--- config.mk ---
export PLATFORM = sky130hd
export DESIGN_NAME = matmul_sequencer
export DESIGN_NICKNAME = d
export VERILOG_FILES = /design/src/rtl/matmul_pkg.sv /design/src/rtl/matmul_sequencer.sv
export SDC_FILE = /design/constraint.sdc
export NUM_CORES = 1
export LEC_CHECK = 0
export ABC_AREA = 0
export CELL_PAD_IN_SITES_DETAIL_PLACEMENT = 0
export CELL_PAD_IN_SITES_GLOBAL_PLACEMENT = 1
export CORE_ASPECT_RATIO = 1.2
export CORE_UTILIZATION = 43
export DETAILED_ROUTE_END_ITERATION = 12
export PLACE_DENSITY_LB_ADDON = 0.1
export RECOVER_POWER = 25
export SLEW_MARGIN = 20
export SYNTH_ARGS = -nofsm -noshare
export SYNTH_HDL_FRONTEND = slang
export SYNTH_SLANG_ARGS = --single-unit
--- constraint.sdc ---
create_clock -name clk_i -period 2.5 [get_ports clk_i]
set_clock_uncertainty 0.15 [all_clocks]
set_input_delay 0.25 -clock clk_i [delete_from_list [all_inputs] [get_ports clk_i]]
set_output_delay 0.25 -clock clk_i [all_outputs]
set_load 0.005 [all_outputs]
--- src/rtl/matmul_pkg.sv ---
// Shared definitions for the matrix-multiply sequencer: state encoding and
// the address-width helper.
package matmul_pkg;

  typedef enum logic [2:0] {
    ST_IDLE  = 3'd0,
    ST_CLEAR = 3'd1,
    ST_FEED  = 3'd2,
    ST_DRAIN = 3'd3,
    ST_WRITE = 3'd4,
    ST_DONE  = 3'd5
  } state_e;

  // Row-index width: never narrower than one bit, even for a 1x1 array.
  function automatic int calc_aw(input int max_dim);
    return (max_dim <= 2) ? 1 : $clog2(max_dim);
  endfunction

endpackage

--- src/rtl/matmul_sequencer.sv ---
// Control FSM for one matrix-multiply run: clear, feed operands, drain, write results.
// Optional feature macro: MATMUL_SEQ_ACC_EN (accumulate mode suppresses the PE clear).
//
// state    | meaning
// ST_IDLE  | waiting for start_i; dims latched on acceptance
// ST_CLEAR | one cycle, PE accumulators cleared (unless accumulating)
// ST_FEED  | k+1 cycles streaming operand rows 0..k
// ST_DRAIN | n+m+PE_LATENCY cycles letting the PE pipeline settle
// ST_WRITE | n+1 cycles stepping result rows 0..n into the store
// ST_DONE  | one-cycle completion pulse, then back to idle
module matmul_sequencer
  import matmul_pkg::*;
#(
  parameter int DATA_WIDTH = 32,
  parameter int BUS_WIDTH  = 64,
  parameter int PE_LATENCY = 1,
  localparam int MAX_DIM   = BUS_WIDTH / DATA_WIDTH,
  localparam int AW        = calc_aw(MAX_DIM)
) (
  input  logic          clk_i,
  input  logic          rst_ni,
  input  logic          start_i,
  input  logic          mode_acc_i,
  input  logic [AW-1:0] n_dim_i,
  input  logic [AW-1:0] k_dim_i,
  input  logic [AW-1:0] m_dim_i,
  output logic          start_send_o,
  output logic [AW-1:0] op_addr_o,
  output logic          pe_clear_o,
  output logic          pe_en_o,
  output logic          res_we_o,
  output logic [AW-1:0] res_row_o,
  output logic          busy_o,
  output logic          done_o
);

  localparam int CW = AW + 2;

  state_e          r_state;
  logic [CW-1:0]   r_cnt;
  logic [AW-1:0]   r_n;
  logic [AW-1:0]   r_k;
  logic [AW-1:0]   r_m;
  logic            r_start_send;
  logic [AW-1:0]   r_op_addr;
  logic            r_pe_clear;
  logic            r_pe_en;
  logic            r_res_we;
  logic [AW-1:0]   r_res_row;
  logic            r_busy;
  logic            r_done;

  logic [CW-1:0]   w_cnt_inc;
  logic [CW-1:0]   w_feed_last;
  logic [CW-1:0]   w_drain_last;
  logic [CW-1:0]   w_write_last;
  logic            w_clear_en;

  assign w_cnt_inc    = r_cnt + CW'(1);
  assign w_feed_last  = CW'(r_k);
  assign w_write_last = CW'(r_n);
  // Drain runs n+m+PE_LATENCY cycles, so the last count value is one less.
  assign w_drain_last = CW'(r_n) + CW'(r_m) + CW'(PE_LATENCY - 1);

`ifdef MATMUL_SEQ_ACC_EN
  logic r_mode_acc;
  assign w_clear_en = ~mode_acc_i;

  always_ff @(posedge clk_i or negedge rst_ni) begin
    if (!rst_ni) begin
      r_mode_acc <= 1'b0;
    end else if (r_state == ST_IDLE && start_i) begin
      r_mode_acc <= mode_acc_i;
    end
  end
`else
  logic w_unused_mode_acc;
  assign w_unused_mode_acc = mode_acc_i;
  assign w_clear_en        = 1'b1;
`endif

  // Outputs are registered alongside the state, so each reflects the state being entered.
  always_ff @(posedge clk_i or negedge rst_ni) begin
    if (!rst_ni) begin
      r_state      <= ST_IDLE;
      r_cnt        <= '0;
      r_n          <= '0;
      r_k          <= '0;
      r_m          <= '0;
      r_start_send <= 1'b0;
      r_op_addr    <= '0;
      r_pe_clear   <= 1'b0;
      r_pe_en      <= 1'b0;
      r_res_we     <= 1'b0;
      r_res_row    <= '0;
      r_busy       <= 1'b0;
      r_done       <= 1'b0;
    end else begin
      r_pe_clear <= 1'b0;
      r_done     <= 1'b0;
      case (r_state)
        ST_IDLE: begin
          r_cnt <= '0;
          if (start_i) begin
            r_n        <= n_dim_i;
            r_k        <= k_dim_i;
            r_m        <= m_dim_i;
            r_state    <= ST_CLEAR;
            r_busy     <= 1'b1;
            r_pe_clear <= w_clear_en;
          end
        end
        ST_CLEAR: begin
          r_state      <= ST_FEED;
          r_cnt        <= '0;
          r_start_send <= 1'b1;
          r_pe_en      <= 1'b1;
          r_op_addr    <= '0;
        end
        ST_FEED: begin
          if (r_cnt == w_feed_last) begin
            r_state      <= ST_DRAIN;
            r_cnt        <= '0;
            r_start_send <= 1'b0;
            r_op_addr    <= '0;
          end else begin
            r_cnt     <= w_cnt_inc;
            r_op_addr <= w_cnt_inc[AW-1:0];
          end
        end
        ST_DRAIN: begin
          if (r_cnt == w_drain_last) begin
            r_state   <= ST_WRITE;
            r_cnt     <= '0;
            r_pe_en   <= 1'b0;
            r_res_we  <= 1'b1;
            r_res_row <= '0;
          end else begin
            r_cnt <= w_cnt_inc;
          end
        end
        ST_WRITE: begin
          if (r_cnt == w_write_last) begin
            r_state   <= ST_DONE;
            r_cnt     <= '0;
            r_res_we  <= 1'b0;
            r_res_row <= '0;
            r_busy    <= 1'b0;
            r_done    <= 1'b1;
          end else begin
            r_cnt     <= w_cnt_inc;
            r_res_row <= w_cnt_inc[AW-1:0];
          end
        end
        ST_DONE: begin
          r_state <= ST_IDLE;
          r_cnt   <= '0;
        end
        default: begin
          r_state      <= ST_IDLE;
          r_cnt        <= '0;
          r_start_send <= 1'b0;
          r_op_addr    <= '0;
          r_pe_en      <= 1'b0;
          r_res_we     <= 1'b0;
          r_res_row    <= '0;
          r_busy       <= 1'b0;
        end
      endcase
    end
  end

  assign start_send_o = r_start_send;
  assign op_addr_o    = r_op_addr;
  assign pe_clear_o   = r_pe_clear;
  assign pe_en_o      = r_pe_en;
  assign res_we_o     = r_res_we;
  assign res_row_o    = r_res_row;
  assign busy_o       = r_busy;
  assign done_o       = r_done;

endmodule

Yosys cells after proc, flatten, opt, wreduce, memory -nomap -nowiden
Cells that the tools add are included.
{"block": "word_totals", "ff_bits": 17, "in_bits": 7, "out_inout_bits": 8, "wordCells": 69}
{"block": "op_classes", "n_addsub": 2, "n_eq_ne": 12, "mux": 26, "n_bitwise": 4, "n_reduce_logical": 12}
{"cell": "$mux W3", "n": 7}
{"cell": "$reduce_or A4 Y1", "n": 4}
{"cell": "$pmux W1 S3", "n": 5}
{"cell": "$pmux W3 S5", "n": 1}
{"cell": "$mux W1", "n": 11}
{"cell": "$pmux W3 S3", "n": 1}
{"cell": "$ne A2 B2 Y1 const B", "n": 4}
{"cell": "$reduce_and A2 Y1", "n": 4}
{"cell": "$eq A3 B1 Y1", "n": 2}
{"cell": "$eq A3 B2 Y1 const B", "n": 2}
{"cell": "$eq A3 B3 Y1 const B", "n": 2}
{"cell": "$reduce_and A3 Y1", "n": 2}
{"cell": "$not A1 Y1", "n": 4}
{"cell": "$reduce_and A4 Y1", "n": 1}
{"cell": "$add A3 B1 Y3 const B", "n": 1}
{"cell": "$eq A3 B1 Y1 const B", "n": 1}
{"cell": "$eq A3 B2 Y1", "n": 1}
{"cell": "$logic_not A3 Y1", "n": 1}
{"cell": "$add A1 B1 Y2", "n": 1}
{"cell": "$pmux W1 S2", "n": 1}

Logic depth before layout (Yosys ltp)
{"block": "depth", "depth_word": 4, "mapped_depth": 5, "depth_no_buf": 5}

Worst setup path before layout
OpenSTA, ideal clock, no wires.
{"block": "synth_path", "path_type": "register -> register", "startpoint": "register r_n", "endpoint": "register r_cnt[2]", "setup_time_ps": 120, "arrival_ps": 1400, "required_ps": 2230, "path_slack_ps": 830, "stages_incl_launch_ff": 6, "path_buffers": 0, "synth_period_minus_slack_ps": 1670, "path_cell_list": "dfrtp_1 -> ha_1 -> xor2_1 -> o31ai_1 -> o311a_1 -> nor2_1"}
{"block": "synth_between", "elab_chain_cells": 4, "elab_cells_between_ends": 6, "classes_between": "add/sub: 1; eq/ne: 2; mux: 3"}
{"element": "start: declaration", "line_no": "matmul_sequencer.sv:41", "source": "logic [AW-1:0] r_n;"}
{"element": "start signal: assignment", "line_no": "matmul_sequencer.sv:105", "source": "r_n <= n_dim_i;"}
{"element": "$add A1 B1 Y2", "line_no": "matmul_sequencer.sv:63", "source": "assign w_drain_last = CW'(r_n) + CW'(r_m) + CW'(PE_LATENCY - 1);"}
{"element": "$eq A3 B2 Y1", "line_no": "matmul_sequencer.sv:132", "source": "if (r_cnt == w_drain_last) begin"}
{"element": "$mux W3", "line_no": "matmul_sequencer.sv:132"}
{"element": "$pmux W3 S3 (*)", "line_no": "matmul_sequencer.sv:101", "source": "case (r_state)"}
{"element": "end signal: assignment", "line_no": "matmul_sequencer.sv:127", "source": "r_cnt <= w_cnt_inc;"}
{"element": "end signal: assignment", "line_no": "matmul_sequencer.sv:139", "source": "r_cnt <= w_cnt_inc;"}
{"element": "end signal: assignment", "line_no": "matmul_sequencer.sv:151", "source": "r_cnt <= w_cnt_inc;"}
{"element": "end: declaration", "line_no": "matmul_sequencer.sv:40", "source": "logic [CW-1:0] r_cnt;"}
Every way passes the cells marked *; elsewhere a longest branch is shown, timed or not.
A chain may end at the register's enable or synchronous reset.

Worst setup path after layout
Ends and elaborated chain as after synthesis.

==> impl_metrics.py <==
metrics = {
    "outcome": {
        "outcome": "complete, no violations",
    },
    "sta": {
        "setup_ws_ps": 637.2,
        "setup_viol": 0,
        "rsz0062_at_grt": "no",
        "fin_crit_sh_pct": 74.51,
        "min_period_ps": 1863,
        "setup_tns_ps": 0,
        "worst_hold_slack_ps": 303.7,
        "relSlewSlack_pct": 49.88,
        "slew_viol_final": 0,
        "hold_viol_final": 0,
        "fmax_mhz": 536.8,
        "worst_pin_slew_ps": 749.3,
    },
    "critical_path": {
        "startpoint_type": "flop",
        "critical_path.top_delay_family": "compound AO/OA/AOI/OAI gates",
        "arrival_ps": 1910,
        "crit_path_end_kind": "flop",
        "path_max_fanout": 4,
        "cp_slowest_cell": "dfrtp_1",
        "critical_path_class": "flop to flop",
        "crit_path_cell_trace": "ha_1 -> xor2_1 -> o31ai_1 -> o311a_1 -> nor2_1",
        "r2r_end": "r_cnt[2]",
        "max_stage_delay_ps": 430,
        "ff2ff_path_depth": 5,
        "r2r_start": "r_n",
        "worstPathRequired_ps": 2550,
        "reg2reg_slack_ps": 640,
        "cp_num_buf_inv": 0,
    },
    "grt": {
        "met2_usage_pct": 26.87,
        "grt_pass1_wl_um": 2849,
        "grtUsageTotal_pct": 17.27,
        "antenna_found_initial": 0,
        "use_met3_pct": 3.125,
        "grt_pass1_vias": 613,
        "grt_start_max_net_pins": 18,
        "grt-ovfl-total": 0,
        "grt.busiest_layer": "met2",
        "grt_use_met1_pct": 23.52,
    },
    "pwr": {
        "p_sw_uw": 532.1,
        "ir_worst_vdd_v": 0.0006433,
        "power_density_mw_per_mm2": 1278,
        "p_comb_share_pct": 48.7,
        "p_int_uw": 783.9,
        "p_sw_share_pct": 40.44,
        "p_seq_share_pct": 40.0,
        "design_power_total_mw": 1.316,
        "leakage_nw": 0.4558,
        "power.share.clock_pct": 11.3,
    },
    "drt": {
        "viasPerCell": 5.982,
        "wire_per_inst_um": 14.70,
        "final_antenna_net_count": 0,
        "drt-total-wl_um": 1632,
        "drt_iter0_markers": 14,
        "drtPass1Iterations": 4,
        "drc": 0,
        "vias": 664,
    },
    "clocking": {
        "cts_tree": "yes",
        "cts_buffer_depth": 2,
        "worstSkewPairLatency_ps": 290,
        "cts_setup_buffers": 0,
        "numCtsBuffers": 3,
        "cts-htree-levels": 1,
        "cts_sinks": 17,
        "cts-resized-gates": 0,
        "root_buffer": "clkbuf_4",
        "path_clk_slew_ps": 110,
        "ctsHoldBuffers": 0,
    },
    "die": {
        "core_area_mm2": 0.001872,
        "rows": 17,
        "die_w_um": 43.26,
        "dieArea_mm2": 0.002228,
        "die_h_um": 51.51,
        "ios": 15,
        "start_util_pct": 46.93,
    },
    "synth": {
        "yosys-top-cells-area": "dfrtp_1, mux2_2, inv_1",
        "seq_area_frac_synth_pct": 48.43,
        "synth_compound_area_share_pct": 19.09,
        "synth_top_family_by_area": "compound AO/OA/AOI/OAI gates",
        "synth_cell_types": 36,
        "synth_top_cell_area_share_pct": 48.43,
        "synth_nets": 89,
        "synth_simple_gate_area_share_pct": 13.53,
        "synthMuxAreaShare_pct": 3.846,
        "synth-seq-cells": 17,
        "synth_xor_area_share_pct": 5.840,
        "syn_area_um2": 878.3,
        "synth_cells": 80,
        "synthAdderAreaFrac_pct": 2.849,
        "ys_warn_count": 0,
        "avgSynthCellArea_um2": 10.98,
        "yosysTopAreaCell": "dfrtp_1",
    },
    "hold_path": {
        "hold_path_class": "primary input to asynchronous set/reset pin",
    },
    "place": {
        "dp_worst_setup_slack_ps": 656.7,
        "hpwl_um": 1163,
        "numPortBuffers": 13,
        "gp_congestion": 0.7406,
    },
    "layout": {
        "diodes": 0,
        "final_cell_mix": "dfrtp_1, clkdlybuf4s50_1, inv_1, nor2_1",
        "drive_gt1_share_pct": 15.22,
        "finalNetCount": 102,
        "post-route-util_pct": 55.01,
        "area_delta_synth_final_pct": 17.24,
        "final_common_cell": "dfrtp_1",
    },
    "run": {
        "maxCapViolCount": 0,
    },
}
-- synth_stat cells, drive strengths merged --
master and instances:
dfrtp 17, inv 7, nor2 5, buf 4, nor3 4, o21ai 4
xor2 4, a21oi 3, mux2 3, nor4 3, a211oi 2, ha 2
o22ai 2, o32ai 2, a221o 1, a22o 1, a32oi 1, and3 1
and3b 1, clkbuf 1, nand2b 1, nor2b 1, nor3b 1, o21ba 1
o2bb2ai 1, o311a 1, o311ai 1, o31ai 1, o32a 1, or2b 1
or3 1, xnor2 1
-- power by group through the flow --
stage | Clock [mW] | Combinational, mW | Sequential, mW
2_1_floorplan | 0 | 0.519 | 0.460
3_3_place_gp | 0 | 0.643 | 0.531
3_5_place_dp | 0 | 0.649 | 0.534
4_1_cts | 0.156 | 0.649 | 0.527
5_1_grt | 0.165 | 0.724 | 0.548
6_report | 0.149 | 0.641 | 0.526
-- metrics by stage --
stage | area (um^2) | instances
6_report | 1030 | 111
5_1_grt | 1030 | 111
4_1_cts | 1030 | 111
3_5_place_dp | 1002 | 107
3_3_place_gp | 1002 | 107
2_1_floorplan | 878.3 | 80
-- worst max path at each step --
stage                     end  start  slack, ps  depth (start not counted)
global route        res_row_o    r_n        500                          5
detailed placement   r_cnt[2]    r_n        660                          5
floorplan            r_cnt[2]    r_n        830                          5
CTS                  r_cnt[2]    r_n        640                          5
global placement     r_cnt[2]    r_n        650                          5
finish               r_cnt[2]    r_n        640                          5
-- layer usage --
layer | vias up | wire (um)
li1 | 317 | -
met1 | 328 | 740
met2 | 17 | 818
met3 | 2 | 61
met4 | 0 | 12
met5 | - | 0
-- cell type report --
class	instances	area [um^2]
Fill cell	178	842.1
Sequential cell	17	425.4
Clock buffer	3	22.52
Multi-Input combinational cell	51	396.6
Tap cell	19	23.77
Timing Repair Buffer	13	130.1
Inverter	7	26.28
Clock inverter	1	5.005
-- state kept, by name, summed over array words and instances, names as in the netlist --
name and cells:
r_k 1, r_state 3, pe_en_o 1, pe_clear_o 1, r_n 1, start_send_o 1, r_m 1, res_row_o 1
op_addr_o 1, r_cnt 3, busy_o 1, done_o 1, res_we_o 1
-- kinds of logic after synthesis --
kind of cell | after synthesis
AOI/OAI and AO/OA | 22
and+or+nand+nor | 19
DFF | 17
buffers and inverters | 12
xor gates and xnor gates | 5
muxes | 3
adders and majority gates | 2
No activity file was read; power rests on OpenSTA's default activity.
==> edit 1, RTL diff (config.mk and constraints unchanged) <==
Register the input `n_dim_i` before use, without a reset. The logic sees it one clock later. The other inputs are not delayed to match.
--- a/src/rtl/matmul_sequencer.sv
+++ b/src/rtl/matmul_sequencer.sv
@@ -35,6 +35,12 @@
 );
 
   localparam int CW = AW + 2;
+
+  logic [AW-1:0] n_dim_q;
+
+  always_ff @(posedge clk_i) begin
+    n_dim_q <= n_dim_i;
+  end
 
   state_e          r_state;
   logic [CW-1:0]   r_cnt;
@@ -102,7 +108,7 @@
         ST_IDLE: begin
           r_cnt <= '0;
           if (start_i) begin
-            r_n        <= n_dim_i;
+            r_n        <= n_dim_q;
             r_k        <= k_dim_i;
             r_m        <= m_dim_i;
             r_state    <= ST_CLEAR;
Behaviour: not the same (Yosys sat finds a counterexample within 10 cycles, from zero or initial values and one cycle with rst_ni low).
==> edit 1 against the unedited design <==
Design area is 1.8% lower; first-iteration DRC count is 29% higher; worst setup slack lost 0.0038 ns; maximum frequency down 0.20%; sequential cell count is 1 higher; hold slack better by 0.012 ns; routed wire length grew 1.7%; critical path depth unchanged; via count is 2.0% lower; total power rose by 4.7%; die area fell by 1.6%; area after synthesis fell by 1.7%; critical path type unchanged; critical endpoint is now r_cnt[0]; highest routed layer unchanged.
==> edit 1: results <==
[run_status]
status = completed

[logic_synthesis]
synth_common_cells = dfrtp_1 (17), nand2_1 (7), nor2_1 (7)
ys_seq_area_share_pct = 51.59
muxShareOfSynthArea_pct = 3.913
synth-xor-area-share_pct = 5.072
synth-compound-area-share_pct = 14.64
synth.distinct_cells = 33
synth_fa_ha_area_share_pct = 2.899
synthesis.nets = 89
synth_area_leaders = dfrtp_1 (49%), xor2_1 (4.1%), mux2_2 (3.9%)
avgSynthCellArea_sq_um = 10.79
synthArstFlopShare_pct = 94.44

[worst_setup_path]
cp_data_arrival_time_ns = 1.90
reg2reg_to = r_cnt[0]
reg2reg_from = r_n
cp_max_fo = 3
reg2regPathDepth = 5
cp-start-kind = flip-flop
crit_family = compound AO/OA/AOI/OAI gates
cpPeakStageDelay_ns = 0.42
critical_path_class = reg2reg

[finish]
fillerInstances = 182
biggestRegsByFlops = r_cnt x3, r_state x3
drive_above_1_share_pct = 10.87
nets = 102
final_cell_count_no_fill = 111

[clock_tree]
path_clk_slew_ns = 0.10
cts_root_buf = clkbuf_4
numCtsBuffers = 3
ctsResizeCount = 0
clockBufferDepth = 2
post-cts-setup-buffers = 0
h-tree-depth = 1

[placement]
place_congestion = 0.7281
placed_area_sq_um = 984.7
place_ws_ns = 0.6614
hpwl_um = 1174

[power]
power_density_nw_per_um2 = 1363
fin_total_pwr_w = 0.001378
vdd_drop_max_v = 0.0007590
leakage_nw = 0.4408

[min_path]
hold_class = in2async

[detailed_routing]
drtIter0Drc = 18
avgViaCountPerCell = 5.865
wl_per_cell_um = 14.95

[timing]
hold_slack_ns = 0.3159
relSlewSlack_pct = 47.08
layout_worst_path_cycle_share_pct = 74.67

[global_routing]
grt_pass1_wl_um = 2691
grt_pass1_vias = 630
antenna_found_initial = 0
grt_util_all_layers_pct = 16.38
## edit 1: layout make-up
class	count	area share (%)
well taps	19	2.351
repair buffers	13	12.87
inverters	3	1.114
flip-flops and latches	18	44.06
multi-input cells	54	37.00
clock buffers	4	2.599
## edit 1: per-layer routing
metal	routed length, um	global-route usage (%)	part of all wire, %	vias to the layer above
met5	0	0	0	-
met4	31	7.813	1.9	0
met3	78	2.120	4.7	5
met2	840	28.54	51	25
met1	708	19.68	43	309
li1	-	-	-	312
## edit 1: report_power, final
part	internal (W)	total (W)	switching [W]
sequential	0.000409	0.000570	0.000162
clock	0.0000622	0.000151	0.0000885
combinational	0.000336	0.000657	0.000322
total	0.000807	0.00138	0.000572
## edit 1: how the worst min path moves through the flow
stage	end	cells past startpoint	startpoint
2_1_floorplan	busy_o	0	rst_ni
3_3_place_gp	r_n	1	n_dim_q
3_5_place_dp	r_n	1	n_dim_q
4_1_cts	n_dim_q	1	n_dim_i
5_1_grt	r_n	1	n_dim_q
6_report	op_addr_o	1	rst_ni
==> edit 2, RTL diff (same settings) <==
Made on the original files. The option `MATMUL_SEQ_ACC_EN` is turned on by a define.
--- a/src/rtl/matmul_sequencer.sv
+++ b/src/rtl/matmul_sequencer.sv
@@ -8,6 +8,8 @@
 // ST_DRAIN | n+m+PE_LATENCY cycles letting the PE pipeline settle
 // ST_WRITE | n+1 cycles stepping result rows 0..n into the store
 // ST_DONE  | one-cycle completion pulse, then back to idle
+`define MATMUL_SEQ_ACC_EN
+
 module matmul_sequencer
   import matmul_pkg::*;
 #(
Behaviour: not the same (Yosys sat finds a counterexample within 4 cycles, from zero or initial values and one cycle with rst_ni low).
==> edit 2 against the unedited design <==
Sequential cell count stayed put; total power is 1.0% lower; routed wire length down 3.2%; design area down 2.4%; worst setup slack lost 0.16 ns; cell count increased by 1.8%; area after synthesis shrank 5.4%; critical path depth unchanged; critical path type unchanged.
==> edit 2: results <==
[global_routing]
grt_pass1_wl_um = 2918
use_met2_pct = 32.29
grt_pass1_vias = 654
grt_util_all_layers_pct = 18.53
grtUsageMet1_pct = 21.73
grt_util_met3_pct = 3.237

[finish]
inverters = 5
drive_above_1_share_pct = 12.77
nonClockBufferCount = 15
multi_input_cells = 53
utilization_pct = 54.92
fillerInstances = 173
layout.nonclk_buf_share_pct = 14.69
clock_area_share_pct = 2.740
nets = 104
multi_input_area_sq_um = 356.6
seq-cell-share_pct = 42.34

[power]
vdd_drop_max_v = 0.0006331
clock_power_share_pct = 11.7
comb_power_w = 0.000640
leakage_nw = 0.4369
pg_clk_w = 0.000152
p_sw_share_pct = 39.36

[timing]
hold_slack_ns = 0.3072
relSlewSlack_pct = 48.45

[placement]
place_ws_ns = 0.4944
io_buffer_count = 14
placed_area_sq_um = 977.2
place_congestion = 0.7629
hpwl_um = 1156
dpl.cell_count = 109

[logic_synthesis]
syn_inst = 79
synthesis.area_sq_um = 830.8
synth.distinct_cells = 31
synth_area_leaders = dfrtp_1 (51%), nor2_1 (4.5%), mux2_2 (4.1%)
synth_common_cells = dfrtp_1 (17), nor2_1 (10), o21ai_0 (6)

[detailed_routing]
wl_met2_um = 792
wl_per_cell_um = 13.98
routed-wl-met3_um = 59
routed_wirelength_um = 1580
drtIter0Drc = 13
m1WireLength_um = 698
avgViaCountPerCell = 5.752

[run_status]
status = completed

[worst_setup_path]
cp_data_arrival_time_ns = 2.07
edit 2: path summary, 6_finish.rpt:
| kind | startpoint | endpoint | slack (ns) | cells after the start |
|---|---|---|---|---|
| setup / recovery | r_n | res_row_o | 0.47 | 5 |
| hold / removal | rst_ni | pe_clear_o | 0.31 | 1 |
| setup reg to reg | r_n | res_row_o | 0.47 | 5 |
| hold reg to reg | res_we_o | res_we_o | 0.37 | 2 |
| max in group asynchronous | rst_ni | pe_en_o | 1.41 | 1 |
| min in group clk_i | mode_acc_i | pe_clear_o | 0.33 | 2 |
edit 2: critical path, stage by stage, from the launching register on:
cell and delay, ns:
dfrtp_1 0.42, ha_1 0.31, xor2_1 0.15, or4_4 0.44, o21bai_4 0.20, a32o_1 0.26
edit 2: logic make-up after synthesis:
kind of cell,synth area share (%)
and+or+nand+nor,14.76
AOI/OAI and AO/OA,15.81
DFF,51.21
buffers and inverters,5.873
xor gates and xnor gates,5.272
muxes,4.066
adders and majority gates,3.012
